$ cat config.mk
export PLATFORM = sky130hd
export DESIGN_NAME = multi_delay_timer
export DESIGN_NICKNAME = d
export VERILOG_FILES = /design/src/rtl/multi_delay_timer.sv
export SDC_FILE = /design/constraint.sdc
export NUM_CORES = 1
export LEC_CHECK = 0
export ABC_CLOCK_PERIOD_IN_PS = 2500
export CAP_MARGIN = 20
export CORE_ASPECT_RATIO = 0.6
export CORE_MARGIN = 1.5
export CORE_UTILIZATION = 49
export DETAILED_ROUTE_END_ITERATION = 12
export PLACE_DENSITY = 0.8
export SYNTH_ARGS = -nofsm -noshare
export SYNTH_HDL_FRONTEND = slang
export SYNTH_SLANG_ARGS = --single-unit
$ cat constraint.sdc
create_clock -name fast_clk_i -period 2.5 [get_ports fast_clk_i]
set_input_delay 0.5 -clock fast_clk_i [delete_from_list [all_inputs] [get_ports fast_clk_i]]
set_output_delay 0.5 -clock fast_clk_i [all_outputs]
set_load 0.05 [all_outputs]
$ cat src/rtl/multi_delay_timer.sv
// Multi-channel programmable delay timer: each channel counts qualified enables after a start
// and raises a one-cycle reached pulse when (delay << DELAY_SHIFT) enables have been seen.
// Latency: start->busy 1 cycle; terminal enable->reached 1 cycle. Always ready, no backpressure.
// Ports: fast_clk_i/fast_rst_n_i (clock, async active-low reset); per-channel start_i, abort_i,
//   mode_i (0 one-shot, 1 periodic), delay_i (WIDTH bits per channel), count_enable_i;
//   outputs reached_o (pulse), busy_o (running), done_o (sticky one-shot completion).
module multi_delay_timer #(
    parameter int NCHAN       = 4,
    parameter int WIDTH       = 16,
    parameter int DELAY_SHIFT = 0
) (
    input  logic                   fast_clk_i,
    input  logic                   fast_rst_n_i,
    input  logic [NCHAN-1:0]       start_i,
    input  logic [NCHAN-1:0]       abort_i,
    input  logic [NCHAN-1:0]       mode_i,
    input  logic [NCHAN*WIDTH-1:0] delay_i,
    input  logic [NCHAN-1:0]       count_enable_i,
    output logic [NCHAN-1:0]       reached_o,
    output logic [NCHAN-1:0]       busy_o,
    output logic [NCHAN-1:0]       done_o
);

    localparam int CW = WIDTH + DELAY_SHIFT;

    typedef enum logic [1:0] {
        ST_IDLE = 2'd0,
        ST_RUN  = 2'd1,
        ST_DONE = 2'd2
    } state_e;

    state_e          state_q [NCHAN];
    state_e          state_d [NCHAN];
    logic [CW-1:0]   cnt_q   [NCHAN];
    logic [CW-1:0]   cnt_d   [NCHAN];
    logic [CW-1:0]   term_q  [NCHAN];
    logic [CW-1:0]   term_d  [NCHAN];
    logic [CW-1:0]   start_term [NCHAN];
    logic [NCHAN-1:0] mode_q, mode_d;
    logic [NCHAN-1:0] reached_q, reached_d;
    logic [NCHAN-1:0] busy_q, busy_d;
    logic [NCHAN-1:0] done_q, done_d;

    // Terminal count loaded on start. A periodic channel with a zero delay would never
    // reload sensibly, so it is treated as a period of one enable.
    always_comb begin
        for (int c = 0; c < NCHAN; c++) begin
            start_term[c] = CW'(delay_i[c*WIDTH +: WIDTH]) << DELAY_SHIFT;
            if (mode_i[c] && (start_term[c] == '0)) begin
                start_term[c] = CW'(1);
            end
        end
    end

    always_comb begin
        for (int c = 0; c < NCHAN; c++) begin
            state_d[c]   = state_q[c];
            cnt_d[c]     = cnt_q[c];
            term_d[c]    = term_q[c];
            mode_d[c]    = mode_q[c];
            reached_d[c] = 1'b0;

            if (abort_i[c]) begin
                state_d[c] = ST_IDLE;
                cnt_d[c]   = '0;
            end else if (start_i[c]) begin
                state_d[c] = ST_RUN;
                cnt_d[c]   = '0;
                term_d[c]  = start_term[c];
                mode_d[c]  = mode_i[c];
                // One-shot with zero delay: the start is its own terminal event.
                if (!mode_i[c] && (start_term[c] == '0)) begin
                    reached_d[c] = 1'b1;
                end
            end else if (state_q[c] == ST_RUN) begin
                if (!mode_q[c] && (term_q[c] == '0)) begin
                    // Zero-delay one-shot already pulsed on its start; finish after one busy cycle.
                    state_d[c] = ST_DONE;
                end else if (count_enable_i[c]) begin
                    // cnt stays below term, so cnt+1 cannot overflow CW bits.
                    if ((cnt_q[c] + CW'(1)) == term_q[c]) begin
                        reached_d[c] = 1'b1;
                        if (mode_q[c]) begin
                            cnt_d[c] = '0;
                        end else begin
                            state_d[c] = ST_DONE;
                        end
                    end else begin
                        cnt_d[c] = cnt_q[c] + CW'(1);
                    end
                end
            end

            busy_d[c] = (state_d[c] == ST_RUN);
            done_d[c] = (state_d[c] == ST_DONE);
        end
    end

    always_ff @(posedge fast_clk_i or negedge fast_rst_n_i) begin
        if (!fast_rst_n_i) begin
            for (int c = 0; c < NCHAN; c++) begin
                state_q[c] <= ST_IDLE;
                cnt_q[c]   <= '0;
                term_q[c]  <= '0;
            end
            mode_q    <= '0;
            reached_q <= '0;
            busy_q    <= '0;
            done_q    <= '0;
        end else begin
            for (int c = 0; c < NCHAN; c++) begin
                state_q[c] <= state_d[c];
                cnt_q[c]   <= cnt_d[c];
                term_q[c]  <= term_d[c];
            end
            mode_q    <= mode_d;
            reached_q <= reached_d;
            busy_q    <= busy_d;
            done_q    <= done_d;
        end
    end

    assign reached_o = reached_q;
    assign busy_o    = busy_q;
    assign done_o    = done_q;

endmodule
==> qor.tcl <==
set qor(slew-limit-headroom_pct) 30.7
set qor(dieWidth_um) 185
set qor(dr_total_vias) 10273
set qor(hold_class) {reg2reg}
set qor(initial_utilization_pct) 50.6
set qor(path_clk_slew_ns) 0.06
set qor(p_leak_nw) 6.14
set qor(fin_crit_ns) 2.71
set qor(netlist_area_um2) 9730
set qor(cts_max_path_buffers) 2
set qor(fmax_mhz) 368
set qor(cell_area_placed_um2) 12400
set qor(setup-tns-final_ns) -4.26
set qor(multi_input_comb_area_um2) 6450
set qor(timing_worst_setup_path_type) {reg2reg}
set qor(slew_violations) 0
set qor(cts.sink_count) 152
set qor(clock_tree.htree_level_count) 4
set qor(vertical_die_dimension_um) 112
set qor(synthesis.nets) 1164
set qor(die_area_um2) 20700
set qor(path_delay_family) {simple AND/OR/NAND/NOR gates}
set qor(hold-worst-slack_ns) 0.510
set qor(dp_worst_setup_slack_ns) -0.330
set qor(failed_checks) {negative setup slack}
set qor(area.sequential_um2) 3820
set qor(setup_violations) 51
set qor(layout_setup_ws_ns) -0.214
set qor(gr-usage-met1_pct) 47.7
set qor(final.period_utilization_pct) 109
set qor(synth-async-reset-ratio_pct) 100
set qor(grt_max_degree) 42
set qor(yosys_warnings) 0
set qor(synth-edff-count) 0
set qor(grt_pass1_wl_mm) 50.2
set qor(power-per-cell-area_nw_per_um2) 481
set qor(synth_top_area_share_pct) 39.1
set qor(critPathBufInv) 4
set qor(grt.met3_usage_pct) 6.72
set qor(worstPathMaxFanout) 6
set qor(timing_hold_violations_final) 0
set qor(place.detailed.hpwl_mm) 22.4
set qor(count_of_antenna_diodes_in_the_layout) 0
set qor(avgViaCountPerCell) 6.21
set qor(crit_required_ns) 2.86
set qor(setup_repair_after_global_routing_missed_its_margin) {yes}
set qor(grt_use_met2_pct) 43.8
set qor(clock_skew_ns) 0.0101
set qor(synth_top_cells_by_area) {sky130_fd_sc_hd__dfrtp_1 (39%), sky130_fd_sc_hd__a22o_1 (4.9%), sky130_fd_sc_hd__xnor2_1 (4.1%)}
set qor(grt_pass1_vias) 9376
set qor(crit_path_top_delay_cell) {sky130_fd_sc_hd__dfrtp_2}
set qor(cts_tree) {yes}
set qor(start_kind) {register}
set qor(grt_util_all_layers_pct) 30.9
set qor(worst-slew-pin-transition_ns) 1.04
set qor(worstSetupEndpointType) {register}
set qor(syn-mean-instance-area_um2) 9.02
set qor(num_io_pins) 94
set qor(ratio_of_cells_with_drive_above_1_in_the_final_layout_pct) 35.4
set qor(synth_largest_area_cell) {sky130_fd_sc_hd__dfrtp_1}
set qor(drt_first_iter_violations) 1058
set qor(drt-pass1-iter-count) 6
set qor(globalRoute.busiestLayer) {met1}
set qor(cell_area_after_layout_um2) 14400
set qor(area_delta_synth_final_pct) 47.6
set qor(worst_stage_delay_on_the_critical_path_ns) 0.44
set qor(utilization_pct) 74.7
set qor(drt-wirelength-per-cell_um) 19.9
set qor(overflow) 0
set qor(timing.max_cap.violations) 0
set qor(routed_wirelength_mm) 32.9
set qor(fill_cells) 1297
set qor(antenna_left) 0
set qor(synthFlopType) {sky130_fd_sc_hd__dfrtp_1}
set qor(timing.critical_path.arrival_ns) 3.07
set qor(antenna_violations_before_repair) 0
set qor(clk_latency_ns) 0.45
set qor(drc) 0
set qor(fp.coreArea_um2) 19200
set qor(routabilityCongestion) 0.928
set qor(yosys_register_bits) 152
set qor(vdd.ir_drop.worst_mv) 0.500
set qor(cts_made_buffers) 17
set qor(std_cell_rows) 39
set qor(synth.most_common_cell) {sky130_fd_sc_hd__dfrtp_1}
set qor(run_status) {finished, violations left}
set qor(synth-seq-area-share_pct) 39.1
set qor(cts.root.buffer_cell) {sky130_fd_sc_hd__clkbuf_16}
set qor(netlist_instances) 1078
set qor(cp_cell_sequence) {nand4_1 > buf_6 > nor4_4 > xnor2_2 > o211ai_1 > buf_4 > nor4_2 > buf_4 > a21oi_4 > nand2b_4 > buf_6 > o211ai_1}
set qor(synth.cells.most_frequent) {sky130_fd_sc_hd__dfrtp_1 (152), sky130_fd_sc_hd__nand2_1 (75), sky130_fd_sc_hd__nor2_1 (75)}
set qor(portBuffers) 93
set qor(fin_nets) 1461
set qor(synth.distinct_cells) 87
-- logic make-up (layout without fill, tap and decap cells) --
family,count (synthesis),after routing,share of synthesized area (%)
xor gates and xnor gates,73,73,6.57
AOI/OAI and AO/OA,285,285,21.1
buffers and inverters,99,408,4.50
DFF,152,152,39.1
and+or+nand+nor,443,444,25.8
adders and majority gates,4,4,0.515
muxes,22,22,2.44
-- final cells by class --
class | count | area share (%)
multi-input cells | 828 | 44.9
flip-flops and latches | 152 | 26.6
repair buffers | 346 | 20.9
clock buffers | 20 | 3.25
well taps | 266 | 2.32
clock inverters | 12 | 1.15
inverters | 30 | 0.785
-- registers in the layout (all words and copies together) (netlist names) --
register / flops
cnt_q: 64
busy_o: 4
state_q: 8
reached_o: 4
term_q: 64
done_o: 4
mode_q: 4
-- path summary, 6_finish.rpt --
check	from	endpoint	slack (ns)	cells after the start
setup / recovery	cnt_q[35]$_DFFE_PN0P_	cnt_q[38]$_DFFE_PN0P_	-0.21	12
hold / removal	mode_q[1]$_DFFE_PN0P_	mode_q[1]$_DFFE_PN0P_	0.51	1
setup reg to reg	cnt_q[35]$_DFFE_PN0P_	cnt_q[38]$_DFFE_PN0P_	-0.21	12
hold reg to reg	mode_q[1]$_DFFE_PN0P_	mode_q[1]$_DFFE_PN0P_	0.51	1
max in group asynchronous	fast_rst_n_i	cnt_q[47]$_DFFE_PN0P_	1.26	3
min in group asynchronous	fast_rst_n_i	term_q[52]$_DFFE_PN0P_	0.53	2
-- power by group --
| part | switching [mW] | leakage [nW] | internal (mW) |
|---|---|---|---|
| sequential | 0.206 | 1.97 | 2.62 |
| clock | 1.12 | 0.299 | 1.66 |
| combinational | 0.641 | 3.87 | 0.659 |
-- stage by stage --
step	power (mW)	instances
after global placement	3.93	1584
after global routing	7.16	1654
after CTS	6.79	1637
after detailed placement	3.96	1584
after floorplan	3.41	1078
final	6.90	1654
-- cells in the final DEF, fill, tap and decap left out, drive strengths merged, types with 9 or more instances in the layout --
master         synthesis  layout
buf                   36     252
dfrtp                152     152
clkdlybuf4s50          0      92
nand2                 75      75
nor2                  75      75
o21ai                 61      61
a22o                  55      55
a21oi                 51      51
xnor2                 46      46
nor4                  45      45
nor3                  45      45
nand3                 43      43
inv                   30      32
xor2                  27      27
nand4                 25      25
a21o                  22      22
clkbuf                33      21
or3                   21      21
and3                  19      19
a22oi                 18      18
nand2b                15      15
mux2                  14      14
o211ai                13      13
nor2b                 12      12
nor3b                 12      12
or2                    9      10
and4                   9       9
-- layer usage --
| layer | share of wire, % | up-vias |
|---|---|---|
| met4 | 1.7 | 0 |
| met2 | 43 | 560 |
| met5 | 0 | - |
| met1 | 46 | 5010 |
| met3 | 9.1 | 68 |
| li1 | - | 4635 |
-- repair_timing --
action                     4_1_cts  5_1_grt
resized for setup               92      155
buffers inserted                19       17
hold buffers                     1        0
pin swaps                       35       83
setup endpoints to repair       76       83
hold endpoints to repair        36        0
cloned                           1        3
Note: power is estimated with default switching activity, not from simulation.
